--- src/rtl/calc_cmd_sequencer.sv ---
// Command FIFO and execute-pulse sequencer feeding the 8-bit accumulator
// calculator; samples its flags after each execute and can halt on overflow.
module calc_cmd_sequencer #(
   parameter int DEPTH = 4,
   parameter int GAP   = 1
) (
   input  logic                       clk,
   input  logic                       rst_n,
   input  logic                       push_valid,
   output logic                       push_ready,
   input  logic [3:0]                 push_op,
   input  logic [7:0]                 push_operand,
   input  logic                       flush,
   input  logic                       resume,
   input  logic                       halt_on_ovf,
   input  logic [2:0]                 flags_in,
   output logic                       exec_en,
   output logic [3:0]                 exec_op,
   output logic [7:0]                 exec_operand,
   output logic [2:0]                 last_flags,
   output logic                       halted,
   output logic [$clog2(DEPTH+1)-1:0] count
);

   localparam int PW = $clog2(DEPTH);
   localparam int CW = $clog2(DEPTH + 1);
   localparam int GW = $clog2(GAP + 1);

   typedef enum logic [1:0] {
      IDLE,
      ISSUE,
      WAIT,
      HALT
   } state_t;

   state_t          state;
   state_t          state_d;
   logic [11:0]     mem [DEPTH];
   logic [PW-1:0]   wr_ptr;
   logic [PW-1:0]   rd_ptr;
   logic [GW-1:0]   gap_cnt;
   logic [GW-1:0]   gap_d;
   logic            push_fire;
   logic            pop;
   logic            first_wait;

   // full queue refuses even when a pop lands on the same edge
   assign push_ready = (count < CW'(DEPTH)) && !flush;
   assign push_fire  = push_valid && push_ready;
   assign first_wait = (state == WAIT) && (gap_cnt == GW'(GAP));
   assign halted     = (state == HALT);

   always_comb begin
      state_d = state;
      gap_d   = gap_cnt;
      pop     = 1'b0;
      case (state)
         IDLE: begin
            if (!flush && count != '0) begin
               pop     = 1'b1;
               state_d = ISSUE;
            end
         end
         ISSUE: begin
            state_d = WAIT;
            gap_d   = GW'(GAP);
         end
         WAIT: begin
            gap_d = gap_cnt - 1'b1;
            if (flush)
               state_d = IDLE;
            else if (first_wait && halt_on_ovf && flags_in[2])
               state_d = HALT;
            else if (gap_cnt == GW'(1))
               state_d = IDLE;
         end
         HALT: begin
            if (flush || resume)
               state_d = IDLE;
         end
         default: state_d = IDLE;
      endcase
   end

   always_ff @(posedge clk or negedge rst_n) begin
      if (!rst_n) begin
         state        <= IDLE;
         gap_cnt      <= '0;
         exec_en      <= 1'b0;
         exec_op      <= '0;
         exec_operand <= '0;
         last_flags   <= '0;
      end else begin
         state   <= state_d;
         gap_cnt <= gap_d;
         exec_en <= (state_d == ISSUE);
         if (pop)
            {exec_op, exec_operand} <= mem[rd_ptr];
         // flags from the execute edge are valid in the first WAIT cycle
         if (first_wait)
            last_flags <= flags_in;
      end
   end

   always_ff @(posedge clk or negedge rst_n) begin
      if (!rst_n) begin
         wr_ptr <= '0;
         rd_ptr <= '0;
         count  <= '0;
         for (int i = 0; i < DEPTH; i++)
            mem[i] <= '0;
      end else if (flush) begin
         wr_ptr <= '0;
         rd_ptr <= '0;
         count  <= '0;
      end else begin
         if (push_fire) begin
            mem[wr_ptr] <= {push_op, push_operand};
            wr_ptr      <= wr_ptr + 1'b1;
         end
         if (pop)
            rd_ptr <= rd_ptr + 1'b1;
         count <= count + CW'(push_fire) - CW'(pop);
      end
   end

endmodule

--- config.mk ---
export PLATFORM = sky130hd
export DESIGN_NAME = calc_cmd_sequencer
export DESIGN_NICKNAME = d
export VERILOG_FILES = /design/src/rtl/calc_cmd_sequencer.sv
export SDC_FILE = /design/constraint.sdc
export NUM_CORES = 1
export LEC_CHECK = 0
export CAP_MARGIN = 30
export CORE_MARGIN = 8
export CORE_UTILIZATION = 59
export CTS_CLUSTER_DIAMETER = 60
export DETAILED_ROUTE_END_ITERATION = 8
export PLACE_DENSITY = 0.84
export SETUP_SLACK_MARGIN = 0.02
export SLEW_MARGIN = 20
export SYNTH_ARGS = -nofsm -noshare
export SYNTH_HDL_FRONTEND = slang
export SYNTH_SLANG_ARGS = --single-unit
--- constraint.sdc ---
create_clock -name clk -period 6.3 [get_ports clk]
set_input_delay 1.26 -clock clk [delete_from_list [all_inputs] [get_ports clk]]
set_output_delay 1.26 -clock clk [all_outputs]
set_load 0.03 [all_outputs]
==> results.ini, run 1 <==
[grt]
grt.total_usage_pct=15.2
grt_pass1_vias=2107
grt_max_degree=75
overflow=0
grt_pass1_wl_um=10200
antenna_found_initial=0

[setup_path]
critical_path_class=input pin to primary output
crit_chain=clkdlybuf4s50_1 -> nor2_1 -> clkdlybuf4s50_1
critical_path.max_stage_delay_ns=0.68
crit_top_cell=clkdlybuf4s50_1
cp.depth=3
crit_arrival_ns=2.77
rr_worst_depth=10
crit_required_ns=5.04
path_max_fanout=14
cp_slowest_cell=clkdlybuf4s50_1
r2r-start=state[0]
endpoint_kind=primary output
cp-start-kind=input pin
crit_family=buffers and inverters
startpoint=flush
path_buf_inv=2

[floorplanning]
io_pins=42
rows=28
die_height_um=92.8
die_w_um=92.8
initial_utilization_pct=59.8
core-area_um2=5820
dieArea_um2=8610

[clock_network]
post_cts_buffers=0
h-tree-depth=3
numCtsBuffers=9
root_buffer=clkbuf_8
clkTransAtPathRegs_ns=0.07
cts_resized=0
clock_sinks=74
ctsHoldBuffers=0
cts_max_path_buffers=2
cts_tree=yes
clock_latency_ns=0.33

[finish]
antenna_cells=0
nets=298
drive_gt1_share_pct=32.0
seqCellArea_um2=1850
syn_to_final_growth_pct=17.3
multi_input_area_um2=1500
instances_no_fill=344
fill_cells=435

[sta]
worst_hold_slack_ns=0.502
worst_pin_slew_ns=0.787
setup_viol=0
hold_viol=0
min_period_ns=4.03
setup_tns_ns=0
slew_headroom_pct=47.5
rsz0062_at_grt=no
timing.final.ws_setup_ns=2.27
skew_ns=0.00659
fmax_mhz=248
period_share_pct=64.0
finalMaxSlewViolations=0

[placed_design]
dp_cells=328
gp_routability_congestion=0.739
port_buffers=41
dpl_worst_slack_ns=2.28
dpl.hpwl_um=3990

[logic_synthesis]
synth_nets=254
yosysSeqAreaShare_pct=53.2
ys_ff_latch=74
yosysUniqueCellTypes=31
synth_cells=221
synth_area_per_cell_um2=15.7
yosys_warnings=0
mappedNetlistArea_um2=3480

[job]
maxCapViolations=0

[min_path]
holdPathStages=1
hp-start=mem[42]
holdCritPathClass=register to register

[drt]
via_per_inst=5.54
dr_total_vias=1905
drt_iter0_markers=40
wl_per_cell_um=17.7
highest_layer=met4
drt_wl_total_um=6080
met1_length_um=2670
post-route-drc-count=0
dr.pass1.iters=4
met3WireLength_um=227
ant_nets=0
wl_met2_um=3040

[status]
status=finished, final reports clean

[power_and_ir_drop]
ir_worst_vdd_mv=0.264
p_leak_nw=1.80
power_density_nw_per_um2=459

metrics by stage:
stage / util (%) / total power, mW / area [µm²]
6_report: 70.2 / 1.87 / 4080
5_1_grt: 70.2 / 1.99 / 4080
4_1_cts: 69.8 / 1.89 / 4060
3_5_place_dp: 66.9 / 1.57 / 3890
3_3_place_gp: 66.9 / 1.53 / 3890
2_1_floorplan: - / 1.34 / 3480
state kept, by name, summed over array words and instances (netlist names):
| signal | flops |
|---|---|
| mem | 48 |
| exec_operand | 8 |
| exec_op | 4 |
| count | 3 |
| last_flags | 3 |
| rd_ptr | 2 |
| state | 2 |
| wr_ptr | 2 |
| exec_en | 1 |
| gap_cnt | 1 |
metal layers:
metal | track usage (%) | vias to the layer above
li1 | - | 885
met1 | 18.3 | 975
met2 | 24.9 | 33
met3 | 3.56 | 12
met4 | 8.05 | 0
met5 | 0 | -
cells in the final DEF (no fill, tap or decap), drive strengths merged:
| cell | n |
|---|---|
| clkinv | 1 |
| clkinvlp | 1 |
| fa | 1 |
| and3b | 1 |
| a211oi | 1 |
| nor2 | 8 |
| buf | 3 |
| dfrtp | 74 |
| and2 | 6 |
| xor2 | 2 |
| o221ai | 1 |
| inv | 7 |
| nor3 | 1 |
| nor3b | 1 |
| nand4b | 1 |
| clkdlybuf4s50 | 40 |
| mux2 | 63 |
| ha | 11 |
| nor4bb | 1 |
| nand2 | 4 |
| mux4 | 12 |
| o21ai | 2 |
| a21oi | 2 |
| a21o | 1 |
| o31ai | 1 |
| nand3b | 3 |
| nor2b | 2 |
| and2b | 2 |
| xnor2 | 3 |
| clkbuf | 13 |
report_power, final:
group	switching, mW	internal [mW]	total (mW)
logic	0.301	0.428	0.728
clock network	0.163	0.162	0.326
registers	0.128	0.688	0.817
total	0.592	1.28	1.87
logic make-up after synthesis:
family,count (synthesis),synth area share [%]
muxes,75,30.4
DFF,74,53.2
xor gates and xnor gates,5,1.26
adders and majority gates,12,4.53
AOI/OAI and AO/OA,8,1.47
buffers and inverters,17,3.56
and+or+nand+nor,30,5.54
final timing paths:
| check | endpoint | slack (ns) |
|---|---|---|
| setup reg to reg | count[2] | 3.97 |
| hold reg to reg | mem[42] | 0.50 |
| max in group asynchronous | mem[19] | 4.78 |
| setup / recovery | push_ready | 2.27 |
| hold / removal | mem[42] | 0.50 |
| min in group asynchronous | exec_op[3] | 0.96 |
cells in the mapped netlist:
library cell / number / area [µm²]
buf_6: 8 / 90.1
dfrtp_1: 74 / 1850
xor2_1: 2 / 17.5
clkbuf_1: 1 / 3.75
and2_1: 1 / 6.26
nand2_1: 4 / 15.0
o221ai_1: 1 / 8.76
inv_1: 7 / 26.3
nor2b_1: 2 / 12.5
nand4b_1: 1 / 8.76
nor3b_1: 1 / 7.51
nor4bb_1: 1 / 10.0
a21o_1: 1 / 7.51
mux4_1: 12 / 315
fa_1: 1 / 20.0
buf_1: 1 / 3.75
mux2_2: 54 / 608
a21oi_1: 2 / 10.0
and3b_1: 1 / 8.76
nand3b_1: 3 / 22.5
a211oi_1: 1 / 7.51
xnor2_1: 3 / 26.3
mux2_4: 9 / 135
and2_4: 5 / 43.8
nor3_2: 1 / 10.0
ha_1: 11 / 138
nor2_1: 8 / 30.0
o21ai_0: 2 / 10.0
o31ai_1: 1 / 7.51
and2b_1: 1 / 7.51
and2b_4: 1 / 10.0
layout make-up:
class | count | area share (%)
inverter | 7 | 0.644
multi-input combinational | 130 | 36.9
timing repair buffer | 43 | 10.6
sequential | 74 | 45.4
tap | 75 | 2.30
clock buffer | 13 | 3.89
clock inverter | 2 | 0.307
No activity file was read; power rests on OpenSTA's default activity.
==> run 2, diff against run 1 <==
CORE_UTILIZATION = 55   (was 59)
PLACE_DENSITY = 0.79   (was 0.84)
clock period = 3.8 ns   (was 6.3 ns; I/O delays follow)
==> run 2 against run 1 <==
Net effect: via count is 2.0% higher; combinational power is 68% higher; clock power is 120% higher; core utilization is 3.4 points lower; non-clock buffer count is 2 higher; clock skew is 0.0011 ns lower; clock-buffer cell count is 1 lower; largest power group unchanged; sequential share of layout area is 0.91 points lower; critical path type unchanged; largest cell class unchanged; hold slack worse by 0.22 ns; highest routed layer unchanged; critical path depth is 1 higher.
==> results.ini, run 2 (synthesis results as in run 1) <==
[placed_design]
gp_routability_congestion=0.783  ; +6.0%
port_buffers=41  ; unchanged
dpl_worst_slack_ns=0.862  ; -1.41 ns
dpl.hpwl_um=4210  ; +5.7%
dp_cells=332  ; +1.2%

[floorplanning]
die_height_um=95.5  ; +3.0%
dieArea_um2=9130  ; +6.0%
io_pins=42  ; unchanged
initial_utilization_pct=55.8  ; -4.1 points
rows=29  ; +3.6%
die_w_um=95.5  ; +3.0%
core-area_um2=6240  ; +7.3%

[min_path]
holdCritPathClass=input pin to async pin

[drt]
via_per_inst=5.57  ; +0.53%
dr_total_vias=1943  ; +2.0%
post-route-drc-count=0  ; unchanged
drt_iter0_markers=66  ; +65%
ant_nets=0  ; unchanged
drt_wl_total_um=6440  ; +5.9%
dr.pass1.iters=4  ; unchanged
wl_per_cell_um=18.5  ; +4.4%

[clock_network]
cts_resized=0  ; unchanged
root_buffer=clkbuf_8
ctsHoldBuffers=0  ; unchanged
numCtsBuffers=9  ; unchanged
cts_max_path_buffers=2  ; unchanged
post_cts_buffers=0  ; unchanged
cts_tree=yes
clock_latency_ns=0.33  ; about the same
h-tree-depth=3  ; unchanged
clock_sinks=74  ; unchanged
clkTransAtPathRegs_ns=0.08  ; about the same

[grt]
antenna_found_initial=0  ; unchanged
grt.total_usage_pct=15.8  ; +0.61 points
grt_max_degree=43  ; -43%
grt_pass1_vias=2126  ; +0.90%
overflow=0  ; unchanged
grt_pass1_wl_um=10900  ; +6.3%

[finish]
seqCellArea_um2=1850  ; unchanged
syn_to_final_growth_pct=19.7
regMostFlops=mem
largest_reg_flops=48  ; unchanged
drive_gt1_share_pct=33.5  ; +1.5 points
antenna_cells=0  ; unchanged
final_cell_mix=74 x dfrtp_1, 54 x mux2_2, 40 x clkdlybuf4s50_1, 12 x mux4_1, 12 x clkbuf_8
final_common_cell=dfrtp_1
top_regs=mem (48), exec_operand (8), exec_op (4)
nets=300  ; +0.67%
fill_cells=443  ; +1.8%
multi_input_area_um2=1500  ; unchanged
instances_no_fill=349  ; +1.5%

[setup_path]
startpoint=flush
crit_arrival_ns=2.15  ; -0.62 ns
endpoint_kind=primary output
cp-start-kind=input pin
r2r-start=state[0]
crit_required_ns=3.04  ; -2.00 ns
critical_path_class=input pin to primary output
path_max_fanout=13  ; -1

[job]
maxCapViolations=0  ; unchanged

[sta]
finalMaxSlewViolations=0  ; unchanged
hold_viol=0  ; unchanged
setup_viol=0  ; unchanged
rsz0062_at_grt=no
fmax_mhz=343
slew_headroom_pct=47.3  ; -0.21 points
setup_tns_ns=0  ; unchanged
min_period_ns=2.91
skew_ns=0.00547  ; -0.00112 ns
worst_pin_slew_ns=0.790  ; +0.00320 ns
period_share_pct=76.7
timing.final.ws_setup_ns=0.885  ; -1.38 ns

[power_and_ir_drop]
ir_worst_vdd_mv=0.416  ; +58%
p_leak_nw=1.85  ; +2.4%
power_density_nw_per_um2=787  ; +72%

[status]
status=finished, final reports clean

==> run 2: cell count changes in the layout (fill, tap and decap cells not counted) <==
cell and delta:
buf_4 +2, clkbuf_8 +1, bufinv_16 +2, clkbuf_1 -2
==> run 2: cell type report <==
cell class                      count  area share [%]
Multi-Input combinational cell    130            36.1
Clock buffer                       12            3.97
Clock inverter                      4            1.74
Inverter                            7           0.631
Timing Repair Buffer               45            10.8
Sequential cell                    74            44.5
Tap cell                           77            2.31
==> run 2: final timing paths <==
path	end	slack (ns)	cells after the start
max in group asynchronous	mem[37]	2.79	3
hold / removal	mem[21]	0.28	1
setup / recovery	push_ready	0.89	4
min in group clk	mem[3]	0.50	1
hold reg to reg	mem[3]	0.50	1
setup reg to reg	count[2]	1.50	10
==> run 2: power breakdown <==
group | switching, mW | total [mW] | internal [mW]
clock network | 0.279 | 0.702 | 0.423
registers | 0.217 | 1.36 | 1.14
logic | 0.508 | 1.22 | 0.710
==> run 2: per-layer routing <==
metal / share of wire [%] / GRT usage (%) / vias to the layer above
li1: - / - / 884
met1: 45 / 20.4 / 1015
met2: 49 / 24.9 / 36
met3: 4.7 / 3.86 / 8
met4: 1.6 / 6.91 / 0
met5: 0 / 0 / -
==> run 2: worst max-delay path, stage by stage <==
cell	delay [ns]
clkdlybuf4s50_1	0.43
buf_4	0.19
nor2_1	0.10
clkdlybuf4s50_1	0.67
==> run 2: per-stage QoR <==
stage | power (mW) | hold slack, ns | utilization, % | cell area, µm²
6_report | 3.28 | 0.279 | 66.7 | 4160
5_1_grt | 3.48 | 0.267 | 66.7 | 4160
4_1_cts | 3.32 | 0.503 | 66.4 | 4140
3_5_place_dp | 2.60 | 0.487 | 62.6 | 3910
3_3_place_gp | 2.55 | 0.480 | 62.6 | 3910
2_1_floorplan | 2.22 | 0.464 | - | 3480
